<file path="src/rtl/pattern_scan_ctrl_pkg.sv">
// pattern_scan_ctrl_pkg: shared FSM state type and pattern length
package pattern_scan_ctrl_pkg;
  localparam int PAT_LEN = 4;
  typedef enum logic [1:0] {IDLE, SHIFT, WAIT, REPORT} state_t;
endpackage

</file>
<file path="src/rtl/pattern_match_core.sv">
// pattern_match_core: serial history register with registered pattern compare
module pattern_match_core
  import pattern_scan_ctrl_pkg::*;
(
  input  logic               clk,
  input  logic               res,
  input  logic               clr,
  input  logic               en,
  input  logic               bit_in,
  input  logic [PAT_LEN-1:0] pattern,
  input  logic               overlap,
  output logic               match
);
  localparam int FW = $clog2(PAT_LEN + 1);
  localparam logic [FW-1:0] FULL = FW'(PAT_LEN);
  localparam logic [FW-1:0] NEAR = FW'(PAT_LEN - 1);
  logic [PAT_LEN-2:0] hist_q, hist_d;
  logic [FW-1:0]      fill_q, fill_d;
  logic               match_q, match_d;
  logic [PAT_LEN-1:0] window;
  // Fill counts bits since the last clear; a non-overlapping match restarts it
  always_comb begin
    window  = {hist_q, bit_in};
    match_d = en && fill_q >= NEAR && window == pattern;
    hist_d  = en ? window[PAT_LEN-2:0] : hist_q;
    fill_d  = !en ? fill_q : (match_d && !overlap) ? '0 : (fill_q == FULL) ? fill_q : fill_q + 1'b1;
  end
  // History, fill level and the match pulse register
  always_ff @(posedge clk) begin
    if (res || clr) begin
      hist_q  <= '0;
      fill_q  <= '0;
      match_q <= 1'b0;
    end else begin
      hist_q  <= hist_d;
      fill_q  <= fill_d;
      match_q <= match_d;
    end
  end
  assign match = match_q;
endmodule

</file>
<file path="src/rtl/pattern_scan_ctrl.sv">
// pattern_scan_ctrl: word-serializing frame controller counting serial pattern hits
module pattern_scan_ctrl
  import pattern_scan_ctrl_pkg::*;
#(
  parameter int WORD_W = 8,
  parameter int CNT_W  = 8
) (
  input  logic               clk,
  input  logic               res,
  input  logic [PAT_LEN-1:0] cfg_pattern,
  input  logic               cfg_overlap,
  input  logic               in_valid,
  input  logic [WORD_W-1:0]  in_data,
  input  logic               in_last,
  output logic               in_ready,
  output logic               hit,
  output logic [CNT_W-1:0]   hit_count,
  output logic               done,
  output logic               busy
);
  localparam int BW = $clog2(WORD_W + 1);
  localparam logic [BW-1:0] LAST_BIT = BW'(WORD_W - 1);
  state_t             state_q, state_d;
  logic [WORD_W-1:0]  word_q, word_d;
  logic               last_q, last_d;
  logic [BW-1:0]      bit_q, bit_d;
  logic [PAT_LEN-1:0] pat_q, pat_d;
  logic               ovl_q, ovl_d;
  logic [CNT_W-1:0]   cnt_q, cnt_d;
  logic               xfer, start, en;
  assign in_ready  = state_q == IDLE || state_q == WAIT;
  assign busy      = state_q != IDLE;
  assign xfer      = in_valid && in_ready;
  assign start     = xfer && state_q == IDLE;
  // The live hit is folded in so the count is already final while done is high
  assign hit_count = cnt_q + CNT_W'(hit && !(&cnt_q));
  // Next-state: accept words, serialize MSB first, report at end of frame
  always_comb begin
    state_d = state_q;
    word_d  = word_q;
    last_d  = last_q;
    bit_d   = bit_q;
    pat_d   = start ? cfg_pattern : pat_q;
    ovl_d   = start ? cfg_overlap : ovl_q;
    cnt_d   = start ? '0 : hit_count;
    en      = state_q == SHIFT;
    done    = state_q == REPORT;
    if (xfer) begin
      word_d  = in_data;
      last_d  = in_last;
      bit_d   = '0;
      state_d = SHIFT;
    end
    if (state_q == SHIFT) begin
      word_d  = word_q << 1;
      bit_d   = bit_q + 1'b1;
      state_d = (bit_q != LAST_BIT) ? SHIFT : last_q ? REPORT : WAIT;
    end
    if (state_q == REPORT) state_d = IDLE;
  end
  // State and datapath registers; reset abandons any frame in flight
  always_ff @(posedge clk) begin
    if (res) begin
      state_q <= IDLE;
      word_q  <= '0;
      last_q  <= 1'b0;
      bit_q   <= '0;
      pat_q   <= '0;
      ovl_q   <= 1'b0;
      cnt_q   <= '0;
    end else begin
      state_q <= state_d;
      word_q  <= word_d;
      last_q  <= last_d;
      bit_q   <= bit_d;
      pat_q   <= pat_d;
      ovl_q   <= ovl_d;
      cnt_q   <= cnt_d;
    end
  end
  pattern_match_core u_core (
    .clk     (clk),
    .res     (res),
    .clr     (start),
    .en      (en),
    .bit_in  (word_q[WORD_W-1]),
    .pattern (pat_q),
    .overlap (ovl_q),
    .match   (hit)
  );
endmodule

</file>
<file path="config.mk">
export PLATFORM = sky130hd
export DESIGN_NAME = pattern_scan_ctrl
export DESIGN_NICKNAME = d
export VERILOG_FILES = /design/src/rtl/pattern_scan_ctrl_pkg.sv /design/src/rtl/pattern_match_core.sv /design/src/rtl/pattern_scan_ctrl.sv
export SDC_FILE = /design/constraint.sdc
export NUM_CORES = 1
export LEC_CHECK = 0
export CAP_MARGIN = 5
export CORE_AREA = 4 4 65 67
export DETAILED_ROUTE_END_ITERATION = 8
export DIE_AREA = 0 0 69 71
export PLACE_DENSITY = 0.69
export SLEW_MARGIN = 0
export SYNTH_ARGS = -nofsm -noshare
export SYNTH_HDL_FRONTEND = slang
export SYNTH_SLANG_ARGS = --single-unit
export TNS_END_PERCENT = 5
</file>
<file path="constraint.sdc">
create_clock -name clk -period 2.3 [get_ports clk]
set_clock_uncertainty 0.1 [all_clocks]
set_input_delay 0.46 -clock clk [delete_from_list [all_inputs] [get_ports clk]]
set_output_delay 0.46 -clock clk [all_outputs]
set_load 0.005 [all_outputs]
</file>
==> results.yml, run 1 <==
critical_path:
  slowest_stage: "dfxtp_2"
  cp_slowest_stage_delay_ns: 0.33
  path_buf_inv: 1
  rr_startpoint: "cnt_q[5]"
  startpoint_type: "register"
  r2r_end: "cnt_q[2]"
  r2r_slack_ns: 0.48
  cp_common_cell: "ha_4"
  path_class: "register to output port"
  critPathLaunch: "cnt_q[5]"
  crit_family: "simple AND/OR/NAND/NOR gates"
  path_cells: "and4_1, nand2_1, o21a_1, ha_4, ha_4, nand3_2, xnor2_2, buf_2"
  ff2ff_path_depth: 8
  crit_arrival_ns: 1.79
  end_kind: "output port"
  cp-endpoint: "hit_count[4]"
  worst-path-stages: 8
  worstPathRequired_ns: 1.74
  cp_max_fo: 4
power:
  swShare_pct: 24.4
  clkPwrFrac_pct: 35.2
  irDropWorstVdd_mv: 0.487
  p_int_uw: 906
  power_mw: 1.20
  p_per_area_nw_per_um2: 580
  p_seq_share_pct: 53.6
  leakage_nw: 0.809
  switchingPower_uw: 293
  p_comb_share_pct: 11.2
run_status:
  failed_checks: "negative setup slack"
  status: "finished with violations"
drt:
  wirelength_um: 3420
  drt_iter0_drc: 85
  ant_nets: 0
  vias: 1373
  routed_via_density: 5.10
  drc_errors: 0
  dr.pass1.iters: 4
  wl_per_cell_um: 12.7
floorplanning:
  die_area_um2: 4900
  fp-row-count: 22
  ios: 29
  die_y_um: 71
  fp.coreArea_um2: 3630
  start_util_pct: 43.2
  dieWidth_um: 69
worst_hold_path:
  holdCritPathClass: "register to register"
  min-delay-start: "word_q[6]"
place:
  gp_congestion: 0.780
  port_buffers: 28
  place_hpwl_um: 2430
  dp_cells: 258
  placed_cell_area_um2: 1930
layout:
  fill_cells: 339
  final_cells: 269
  area_delta_synth_final_pct: 31.7
  post-route-util_pct: 56.9
  design_area_um2: 2070
  num_antenna_cells: 0
  nets: 243
  drive_gt1_share_pct: 19.9
global_route:
  antenna_found_initial: 0
  grt_pass1_wl_um: 5360
  grt_pass1_vias: 1196
  grt_max_degree: 21
  use_met1_pct: 15.4
  top_usage_layer: "met2"
  groute.layer.met2.usage_pct: 23.9
  use_met3_pct: 3.84
  grt_usage_pct: 13.5
  grt_overflow: 0
sta:
  finalHoldViolations: 0
  period_share_pct: 102
  min_period_ns: 2.35
  rsz0062_at_grt: "yes"
  setup_viol_count_final: 3
  slew_violations: 0
  fin_ws_ns: -0.0545
  max_clock_freq_mhz: 425
  tightestPinTransition_ns: 0.431
  relSlewSlack_pct: 71.2
flow_run:
  drv_cap: 0
clocking:
  clkTransAtPathRegs_ns: 0.07
  clk_latency_ns: 0.28
  clockBufferDepth: 2
  cts_tree: "done"
  root_buffer: "clkbuf_8"
  ctsHtreeMaxLevel: 2
  postCtsHoldBufs: 0
  numCtsBuffers: 5
  cts.sinks: 35
synthesis:
  synth_nets: 204
  synth_area_um2: 1570
  synthCells: 181
  synthTopCellsByArea: "dfxtp_1, a21oi_1, nand2_1, xnor2_1, ha_1"
  yosys.area.top_type_share_pct: 44.7
  ys_ff_latch: 35
  syn_avg_cell_area_um2: 8.67
  ys_warn_count: 0
  synth_area_leader_cell: "dfxtp_1"
  synthDistinctLibCells: 35
  yosysSeqAreaShare_pct: 44.7
-- worst min path at each step --
| stage | end | slack (ns) | cells after the start |
|---|---|---|---|
| CTS | word_q[4] | 0.36 | 2 |
| global placement | last_q | 0.34 | 2 |
| floorplan | last_q | 0.33 | 2 |
| global route | word_q[3] | 0.38 | 2 |
| detailed placement | word_q[4] | 0.35 | 2 |
| finish | word_q[6] | 0.35 | 2 |
-- worst min-delay path, cell delays in order, from the launching register on --
cell and delay [ns]:
dfxtp_1 0.31, nand2_1 0.05, a21oi_1 0.05
-- power groups by stage --
stage	Clock (mW)	Sequential, mW	Combinational [mW]
finish	0.422	0.642	0.134
global route	0.463	0.645	0.149
CTS	0.435	0.642	0.135
detailed placement	0	0.656	0.135
global placement	0	0.655	0.131
floorplan	0	0.653	0.0881
-- Yosys cell counts, drive strengths merged --
cell,instances
dfxtp,35
nand2,27
a21oi,22
nor2,12
a22oi,9
xnor2,9
buf,7
nor2b,7
o21ai,7
ha,6
inv,6
nand3,6
and3,3
clkbuf,3
nand2b,3
nand4,2
nor3,2
o32ai,2
or2,2
a211o,1
a211oi,1
and2,1
and2b,1
and4,1
mux2,1
nand4b,1
nor3b,1
o21a,1
o31ai,1
xor2,1
-- final cells by class --
type                    count  area [µm²]  area share (%)
multi-input cells         130         848            41.1
clock buffers               7        76.3            3.69
inverters                   6        22.5            1.09
repair buffers             42         349            16.9
well taps                  48        60.1            2.91
clock inverters             1        5.00           0.242
flip-flops and latches     35         704            34.1
-- per-layer routing --
layer	share of wire, %	wire length [µm]
met3	4.9	167
met4	2.2	74
met5	0	0
met2	50	1730
met1	42	1450
-- placed cells by master, fill, tap and decap left out, types with 2 or more instances in the layout --
master	synthesis	final
clkbuf_1	3	2
nor2b_1	7	7
a21oi_1	22	22
ha_1	6	4
inv_1	6	6
nand3_1	6	5
clkdlybuf4s50_1	0	20
o21ai_0	7	7
nand2b_1	3	3
clkbuf_8	0	5
xnor2_1	9	6
nand4_1	2	2
nor2_1	10	10
clkbuf_2	0	4
buf_4	3	14
a22oi_1	9	9
ha_4	0	2
buf_2	3	3
nand2_1	27	26
nor2_2	2	2
o32ai_1	2	2
xnor2_2	0	3
dfxtp_2	0	3
dfxtp_1	35	32
and3_1	3	3
-- registers in the layout, summed over array words and instances (netlist names) --
register and count:
last_q 1, cnt_q 8, u_core.match 1, u_core.fill_q 3
ovl_q 1, bit_q 4, u_core.hist_q 3, pat_q 4
state_q 2, word_q 8
-- metrics by stage --
step | hold WS [ns] | setup TNS [ns] | worst slack, ns
2_1_floorplan | 0.333 | 0 | 0.256
3_3_place_gp | 0.341 | -0.737 | -0.223
3_5_place_dp | 0.346 | -1.15 | -0.291
4_1_cts | 0.355 | -0.187 | -0.103
5_1_grt | 0.378 | -0.427 | -0.145
6_report | 0.353 | -0.129 | -0.0545
-- logic make-up (layout without fill, tap and decap cells) --
group,count (synthesis),in the layout,share of synthesized area (%)
and+or+nand+nor,69,69,22.3
AOI/OAI and AO/OA,44,44,16.7
DFF,35,35,44.7
buffers and inverters,16,56,5.26
xor gates and xnor gates,10,10,5.58
adders and majority gates,6,6,4.78
muxes,1,1,0.718
-- timing repair --
action | in CTS | in global routing
pin swaps | 2 | 4
endpoints found under the hold margin | 0 | 0
endpoints found under the setup margin | 8 | 7
buffers inserted | 1 | 2
gates resized for setup | 25 | 13
Note: power is estimated with default switching activity, not from simulation.
==> run 2: changes to the inputs <==
ABC_AREA = 1   (was unset)
PLACE_DENSITY = 0.7   (was 0.69)
==> run 2 against run 1 <==
The run still ends with negative setup slack left. Utilization grew 4.9 points. Critical path type unchanged. Critical path depth grew 2. Clock power is essentially flat. Synthesized cell count grew 22%. Largest cell class unchanged.
==> results.yml, run 2 <==
synthesis:
  synth_ff_type: "dfxtp_1"
  synth_nets: 243
  syn_avg_cell_area_um2: 7.30
  ys_ff_latch: 35
  synthArstFlopShare_pct: 0
  synth_area_leader_cell: "dfxtp_1"
  synth_enable_flop_cells: 0
  synth_commonest_cells: "nand2_1, dfxtp_1, inv_1, nor2_1, a21oi_1"
  synth.most_common_cell: "nand2_1"
  synthTopCellsByArea: "dfxtp_1, nand2_1, inv_1, nor2_1, ha_1"
  synthCells: 220
  synthDistinctLibCells: 24
  yosys.area.top_type_share_pct: 43.6
  synth_area_um2: 1610
  ys_warn_count: 0
  yosysSeqAreaShare_pct: 43.6
flow_run:
  drv_cap: 0
floorplanning:
  ios: 29
  fp.coreArea_um2: 3630
  fp-row-count: 22
  die_area_um2: 4900
  die_y_um: 71
  start_util_pct: 44.2
  dieWidth_um: 69
critical_path:
  path_cells: "nand2_1, nor3_2, a21boi_1, ha_2, nand3_4, nor3_4, buf_4, nand3_2, xor2_1, buf_2"
  crit_family: "simple AND/OR/NAND/NOR gates"
  worstPathRequired_ns: 1.74
  cp_slowest_stage_delay_ns: 0.32
  path_class: "register to output port"
  path_buf_inv: 2
  end_kind: "output port"
  r2r_slack_ns: 0.39
  slowest_stage: "dfxtp_2"
  startpoint_type: "register"
  cp_max_fo: 2
  crit_arrival_ns: 1.94
power:
  p_seq_share_pct: 52.9
  clkPwrFrac_pct: 34.4
  leakage_nw: 0.976
  p_per_area_nw_per_um2: 548
  p_comb_share_pct: 12.7
  p_int_uw: 908
  switchingPower_uw: 322
  irDropWorstVdd_mv: 0.438
  swShare_pct: 26.2
  power_mw: 1.23
global_route:
  grt_pass1_wl_um: 6040
  grt_max_degree: 20
  antenna_found_initial: 0
  grt_overflow: 0
  grt_pass1_vias: 1470
  grt_usage_pct: 15.1
drt:
  routed_via_density: 4.58
  drt_iter0_drc: 47
  drc_errors: 0
  dr.pass1.iters: 6
  wirelength_um: 3490
  wl_per_cell_um: 10.7
  vias: 1489
  ant_nets: 0
layout:
  nets: 299
  num_antenna_cells: 0
  final_cell_mix: "nand2_1, dfxtp_1, inv_1"
  largestRegisters: "cnt_q: 8 flops, word_q: 8 flops"
  design_area_um2: 2240
  final_cells: 325
  fill_cells: 353
  seqCellArea_um2: 709
  drive_gt1_share_pct: 26.4
  final_common_cell: "nand2_1"
  multiInputGateArea_um2: 818
  post-route-util_pct: 61.7
  area_delta_synth_final_pct: 39.6
clocking:
  root_buffer: "clkbuf_8"
  cts_tree: "done"
  clkTransAtPathRegs_ns: 0.07
  numCtsBuffers: 5
  clk_latency_ns: 0.29
  clockBufferDepth: 2
  cts.sinks: 35
  ctsHtreeMaxLevel: 2
  postCtsHoldBufs: 0
sta:
  whs_ns: 0.365
  slew_violations: 0
  tightestPinTransition_ns: 0.325
  max_clock_freq_mhz: 401
  min_period_ns: 2.50
  period_share_pct: 109
  setup_tns_ns: -0.480
  fin_ws_ns: -0.196
  rsz0062_at_grt: "yes"
  setup_viol_count_final: 4
  finalHoldViolations: 0
  relSlewSlack_pct: 78.3
run_status:
  status: "finished with violations"
  failed_checks: "negative setup slack"
place:
  dp_cells: 311
  place_hpwl_um: 2530
  pre_cts_ws_ns: -0.244
  gp_congestion: 0.707
  placed_cell_area_um2: 2070
  port_buffers: 28
worst_hold_path:
  holdCritPathClass: "register to register"
run 2: cell types whose count changed after synthesis, moves of 7 or more:
cell,previous run,this run
nand2_1,27,51
inv_1,6,28
nor2_1,10,26
a22oi_1,9,0
xnor2_1,9,0
a21oi_1,22,14
inv_2,0,8
nor2b_1,7,0
run 2: path summary, 6_finish.rpt:
path                  start      endpoint  cells past startpoint
hold reg to reg   word_q[0]     word_q[0]                      2
hold / removal    word_q[0]     word_q[0]                      2
setup reg to reg   cnt_q[0]      cnt_q[7]                     12
setup / recovery   cnt_q[0]  hit_count[7]                     10
run 2: cell type report:
class	count	share of cell area, %
Tap cell	48	2.68
Clock inverter	3	0.669
Sequential cell	35	31.6
Inverter	36	6.02
Multi-Input combinational cell	146	36.5
Timing Repair Buffer	52	19.5
Clock buffer	5	3.07
run 2: worst reg2reg max path: stages (launching register included):
cell and delay (ns):
dfxtp_2 0.32, nand2_1 0.07, nor3_2 0.04, a21boi_1 0.14, ha_2 0.24, nand3_4 0.09, nor3_4 0.24, buf_4 0.15
nand3_2 0.05, xor2_1 0.15, buf_4 0.13, inv_1 0.04, nor2_1 0.03
run 2: cells by family after synthesis:
kind of cell | share of synthesized area [%]
AND/OR/NAND/NOR | 27.8
adder cells (fa/ha/maj) | 4.67
flip-flops | 43.6
buffers and inverters | 9.27
XOR/XNOR | 2.73
AO/OA/AOI/OAI | 11.9
run 2: routing by layer:
layer,vias to the layer above,track usage (%),routed length [µm]
li1,805,-,-
met1,646,15.9,1540
met5,-,0,0
met2,30,28.0,1690
met4,0,6.07,71
met3,8,4.69,188
run 2: power groups by stage:
stage	clock, mW	combinational [mW]	sequential (mW)
2_1_floorplan	0	0.100	0.660
3_3_place_gp	0	0.154	0.663
3_5_place_dp	0	0.158	0.664
4_1_cts	0.437	0.158	0.650
5_1_grt	0.467	0.177	0.654
6_report	0.423	0.156	0.651
run 2: timing repair:
item,4_1_cts,5_1_grt
endpoints found under the hold margin,0,0
setup endpoints to repair,8,6
pin swaps,10,6
gates resized for setup,43,4
buffers inserted,6,1
==> RTL change 1 (settings of run 1) <==
Change the parameter `WORD_W` from 8 to 16.
--- a/src/rtl/pattern_scan_ctrl.sv
+++ b/src/rtl/pattern_scan_ctrl.sv
@@ -2,7 +2,7 @@
 module pattern_scan_ctrl
   import pattern_scan_ctrl_pkg::*;
 #(
-  parameter int WORD_W = 8,
+  parameter int WORD_W = 16,
   parameter int CNT_W  = 8
 ) (
   input  logic               clk,
Ports: changed (resized in_data); port bits go from 29 to 37. No check against the original RTL was run, so the function may have changed too.
==> RTL change 1 against run 1 <==
- setup slack improved by 0.092 ns
- register-to-register slack improved by 0.11 ns
- via count is 23% higher
- wire length up 22%
- combinational power increased by 43%
- count of clock-buffer cells in the layout down 1
- power rose by 23%
- synthesized cell count up 24%
- critical path depth fell by 1
- design area grew 21%
- sequential cell count increased by 9
- first-iteration DRC count is 15% higher
- area after synthesis increased by 24%
- critical endpoint is now hit_count[6]
- largest cell class unchanged
- highest routed layer unchanged
==> RTL change 1: results (changes against run 1) <==
stage,metric,value,unit,change
status,status,"complete, no violations",,"was finished, violations left"
critical_path,path_max_fanout,3,,was 4
yosys,synthMuxAreaShare,0.01097,,was 0.007177
placed_design,dpl.hpwl,3144,microns,was 2430 microns
pwr,internal_power,1.128,mW,was 0.9064 mW
yosys,synth_fp_nets,256,,was 204
placed_design,placed_cells,308,,was 258
final_layout,n_fill_cell,305,,was 339
critical_path,arrival,1.70,ns,was 1.79 ns
final_layout,final-clk-cell-share,0.03717,,was 0.03937
final_layout,final_nets,300,,was 243
drt,wl_per_cell,13.19,microns,was 12.72 microns
sta,setup_viol,0,,was 3
final_layout,final_cells,317,,was 269
grt,grt_pass1_wl,7044,microns,was 5361 microns
placed_design,post_dp_cell_area,2384,sq um,was 1932 sq um
yosys,synth_common_cells,"dfxtp_1 (44), nand2_1 (34), a21oi_1 (31)",,"was dfxtp_1 (35), nand2_1 (27), a21oi_1 (22)"
yosys,synthAdderAreaFrac,0.04516,,was 0.04785
grt,gr-usage-all-layers,0.1761,,was 0.1354
final_layout,num-clock-buffers,6,,was 7
final_layout,bufAreaShareNonClock,0.1803,,was 0.1690
sta,relSlewSlack,0.7388,,was 0.7124
final_layout,inverters,8,,was 6
yosys,ys_top_cells_by_area,"dfxtp_1 (45%), a21oi_1 (8.0%), nand2_1 (6.6%), a22oi_1 (6.2%), ha_1 (4.5%)",,"was dfxtp_1 (45%), a21oi_1 (7.0%), nand2_1 (6.5%), xnor2_1 (5.0%), ha_1 (4.8%)"
final_layout,syn2layout_area_growth,28.45,%,was 31.66%
critical_path,critical-path-top-delay-family,adder cells,,was simple AND/OR/NAND/NOR gates
placed_design,port_buffers,36,,was 28
drt,viasPerCell,5.344,,was 5.104
placed_design,dp_slack,-0.1494,ns,was -0.2914 ns
pwr,total_power,1.480,mW,was 1.199 mW
yosys,synth_xor_area_frac,0.04516,,was 0.05582
final_layout,multi_input_area,969.7,sq um,was 848.3 sq um
final_layout,seq_area,889.6,sq um,was 704.4 sq um
final_layout,top_regs,"word_q: 16 flops, cnt_q: 8 flops, bit_q: 5 flops",,"was cnt_q: 8 flops, word_q: 8 flops"
pwr,p_leak,0.9658,nW,was 0.8095 nW
yosys,synth_cells,224,,was 181
clock_network,post_cts_resized,21,,was 25
grt,grt_start_max_net_pins,30,,was 21
pwr,ir_worst_vdd,388.4,uV,was 487.4 uV
pwr,clock_power_share,0.321,,was 0.352
RTL change 1: cell count changes in the layout (fill, tap and decap cells not counted), sizes merged, moves of 2 or more:
cell and change:
a21oi +9, dfxtp +9, clkdlybuf4s50 +8, a22oi +7, nand2 +7, nor2 +4
clkbuf -3, dlygate4sd2 +2, inv +2, xnor2 -2, xor2 +2
RTL change 1: final timing paths:
path,slack [ns],depth (start not counted),from,end
worst max-delay path,0.04,7,cnt_q[3],hit_count[6]
worst min-delay path,0.36,2,word_q[14],word_q[14]
worst max register to register,0.59,4,state_q[0],u_core.fill_q[1]
worst min register to register,0.36,2,word_q[14],word_q[14]
RTL change 1: per-layer routing:
metal | track usage | wire, microns | part of all wire
met1 | 0.1979 | 1789 | 0.43
met4 | 0.07158 | 55 | 0.013
met5 | 0 | 0 | 0
met2 | 0.3199 | 2113 | 0.51
met3 | 0.04119 | 222 | 0.053
==> RTL change 2 (config.mk and constraints of run 1) <==
Made on the original files. Re-encode `state_t` (4 states) as Gray code, 2 bits wide.
--- a/src/rtl/pattern_scan_ctrl_pkg.sv
+++ b/src/rtl/pattern_scan_ctrl_pkg.sv
@@ -1,6 +1,6 @@
 // pattern_scan_ctrl_pkg: shared FSM state type and pattern length
 package pattern_scan_ctrl_pkg;
   localparam int PAT_LEN = 4;
-  typedef enum logic [1:0] {IDLE, SHIFT, WAIT, REPORT} state_t;
+  typedef enum logic [1:0] {IDLE = 2'b00, SHIFT = 2'b01, WAIT = 2'b11, REPORT = 2'b10} state_t;
 endpackage
 
Check against the original RTL: no difference found for any inputs over 10 cycles, from zero or initial values; not proved beyond that.
==> RTL change 2 against run 1 <==
- the run still ends with negative setup slack left
- area after synthesis grew 6.4%
- sequential power increased by 0.6%
- critical path depth unchanged
- design area is 7.6% higher
- setup slack improved by 0.022 ns
- combinational power up 36%
- final cell count rose by 0.37%
- core utilization rose by 4.3 points
- sequential cell count is the same
- sequential share of layout area is 2.4 points lower
- wire length increased by 5.0%
- register-to-register slack lost 0.04 ns
- power increased by 9.9%
- critical endpoint unchanged
- largest cell class unchanged
==> RTL change 2: results (changes against run 1) <==
stage,metric,value,unit,change
status,violations,negative setup slack,,unchanged
pwr,ir_worst_vdd,390.1,uV,was 487.4 uV
final_layout,seqAreaFraction,0.3170,,was 0.3410
status,status,"finished, violations left",,unchanged
yosys,synth_common_cells,"dfxtp_1 (35), nand2_1 (23), a21oi_1 (16)",,"was dfxtp_1 (35), nand2_1 (27), a21oi_1 (22)"
drt,drt_wl_total,3594,microns,was 3422 microns
grt,use_met1,0.1546,,was 0.1535
critical_path,arrival,1.77,ns,was 1.79 ns
sta,setup_slack,-0.03221,ns,was -0.05454 ns
placed_design,post_dp_cell_area,2068,sq um,was 1932 sq um
placed_design,placed_cells,261,,was 258
drt,drt-met1-wl,1554,microns,was 1454 microns
grt,grt_start_max_net_pins,22,,was 21
final_layout,multi_input_area,957.2,sq um,was 848.3 sq um
drt,wl_per_cell,13.31,microns,was 12.72 microns
yosys,avgSynthCellArea,9.222,sq um,was 8.669 sq um
yosys,netlist_area,1669,sq um,was 1569 sq um
sta,tightest_slew,0.3289,ns,was 0.4309 ns
placed_design,dpl.hpwl,2616,microns,was 2430 microns
final_layout,seq_cells,35,,unchanged
grt,gr-usage-all-layers,0.1489,,was 0.1354
grt,use_met2,0.2744,,was 0.2394
drt,wl_met3,164,microns,was 167 microns
drt,wl_met2,1822,microns,was 1726 microns
final_layout,antennaDiodeCount,0,,unchanged
final_layout,top_regs,"cnt_q: 8 flops, word_q: 8 flops",,unchanged
final_layout,inverters,8,,was 6
yosys,synth_fp_nets,207,,was 204
sta,setup_viol,3,,unchanged
placed_design,gp_congestion,0.7065,,was 0.7804
final_layout,n_all_buffers,41,,was 42
grt,grt_use_met3,0.05540,,was 0.03835
drt,dr.pass1.iters,4,,unchanged
final_layout,final-clk-cell-share,0.04673,,was 0.03937
yosys,ys_top_cells_by_area,"dfxtp_1 (42%), ha_1 (6.7%), nand2_1 (5.2%), a21oi_1 (4.8%), mux2_2 (4.7%)",,"was dfxtp_1 (45%), a21oi_1 (7.0%), nand2_1 (6.5%), xnor2_1 (5.0%), ha_1 (4.8%)"
final_layout,n_fill_cell,330,,was 339
yosys,synth_cell_type_count,37,,was 35
yosys,seq_area_frac_synth,0.4198,,was 0.4466
final_layout,final_nets,247,,was 243
grt,grt_busiest_layer,met2,,unchanged
drt,top_layer,met4,,unchanged
grt,grt_pass1_wl,5954,microns,was 5361 microns
pwr,p_leak,0.9152,nW,was 0.8095 nW
final_layout,bufAreaShareNonClock,0.1650,,was 0.1690
final_layout,drive_above_1_share,0.2523,,was 0.1991
final_layout,num-multi-input-gates,130,,unchanged
clock_network,clock_path_buffers,2,,unchanged
pwr,internal_power,0.9945,mW,was 0.9064 mW
drt,drtIter0Drc,45,,was 85
grt,grt_pass1_vias,1397,,"was 1,196"
drt,viasPerCell,5.022,,was 5.104
RTL change 2: path summary, 6_finish.rpt:
check	start	to	slack [ns]	cells after the start
setup / recovery	cnt_q[4]	hit_count[4]	-0.03	8
hold reg to reg	word_q[5]	word_q[6]	0.35	2
hold / removal	word_q[5]	word_q[6]	0.35	2
setup reg to reg	state_q[0]	u_core.fill_q[1]	0.44	6
RTL change 2: what timing repair did:
action | CTS | global route
setup buffers | 1 | 0
resized for setup | 28 | 10
setup endpoints to repair | 8 | 7
pin swaps | 2 | 1
RTL change 2: cells by family (layout without fill, tap and decap cells):
kind of cell,Yosys count,after routing,synth area share
AND/OR/NAND/NOR,70,70,0.2241
XOR/XNOR,12,12,0.06297
multiplexers,13,13,0.08321
AO/OA/AOI/OAI,26,26,0.09821
adder cells (fa/ha/maj),9,9,0.06747
buffers and inverters,16,57,0.04423
flip-flops,35,35,0.4198
RTL change 2: power groups by stage:
stage          combinational, mW  sequential (mW)  clock (mW)
3_5_place_dp               0.183            0.660           0
2_1_floorplan              0.119            0.656           0
4_1_cts                    0.184            0.646       0.500
6_report                   0.182            0.646       0.489
3_3_place_gp               0.176            0.659           0
5_1_grt                    0.201            0.649       0.525
RTL change 2: through the flow:
stage,util,setup TNS (ns),setup slack [ns]
final,0.6116,-0.05554,-0.03221
after global routing,0.6116,-0.4186,-0.1240
after CTS,0.6054,-0.1608,-0.06941
after detailed placement,0.5692,-0.9495,-0.2754
after global placement,0.5692,-0.5492,-0.2240
after floorplan,-,0,0.2568
RTL change 2: critical path: stages (launching register included):
cell,delay (ns)
dfxtp_1,0.34
and4_1,0.21
nand2_1,0.06
o21a_1,0.19
ha_4,0.18
ha_4,0.17
nand3_2,0.09
xnor2_2,0.11
buf_2,0.13
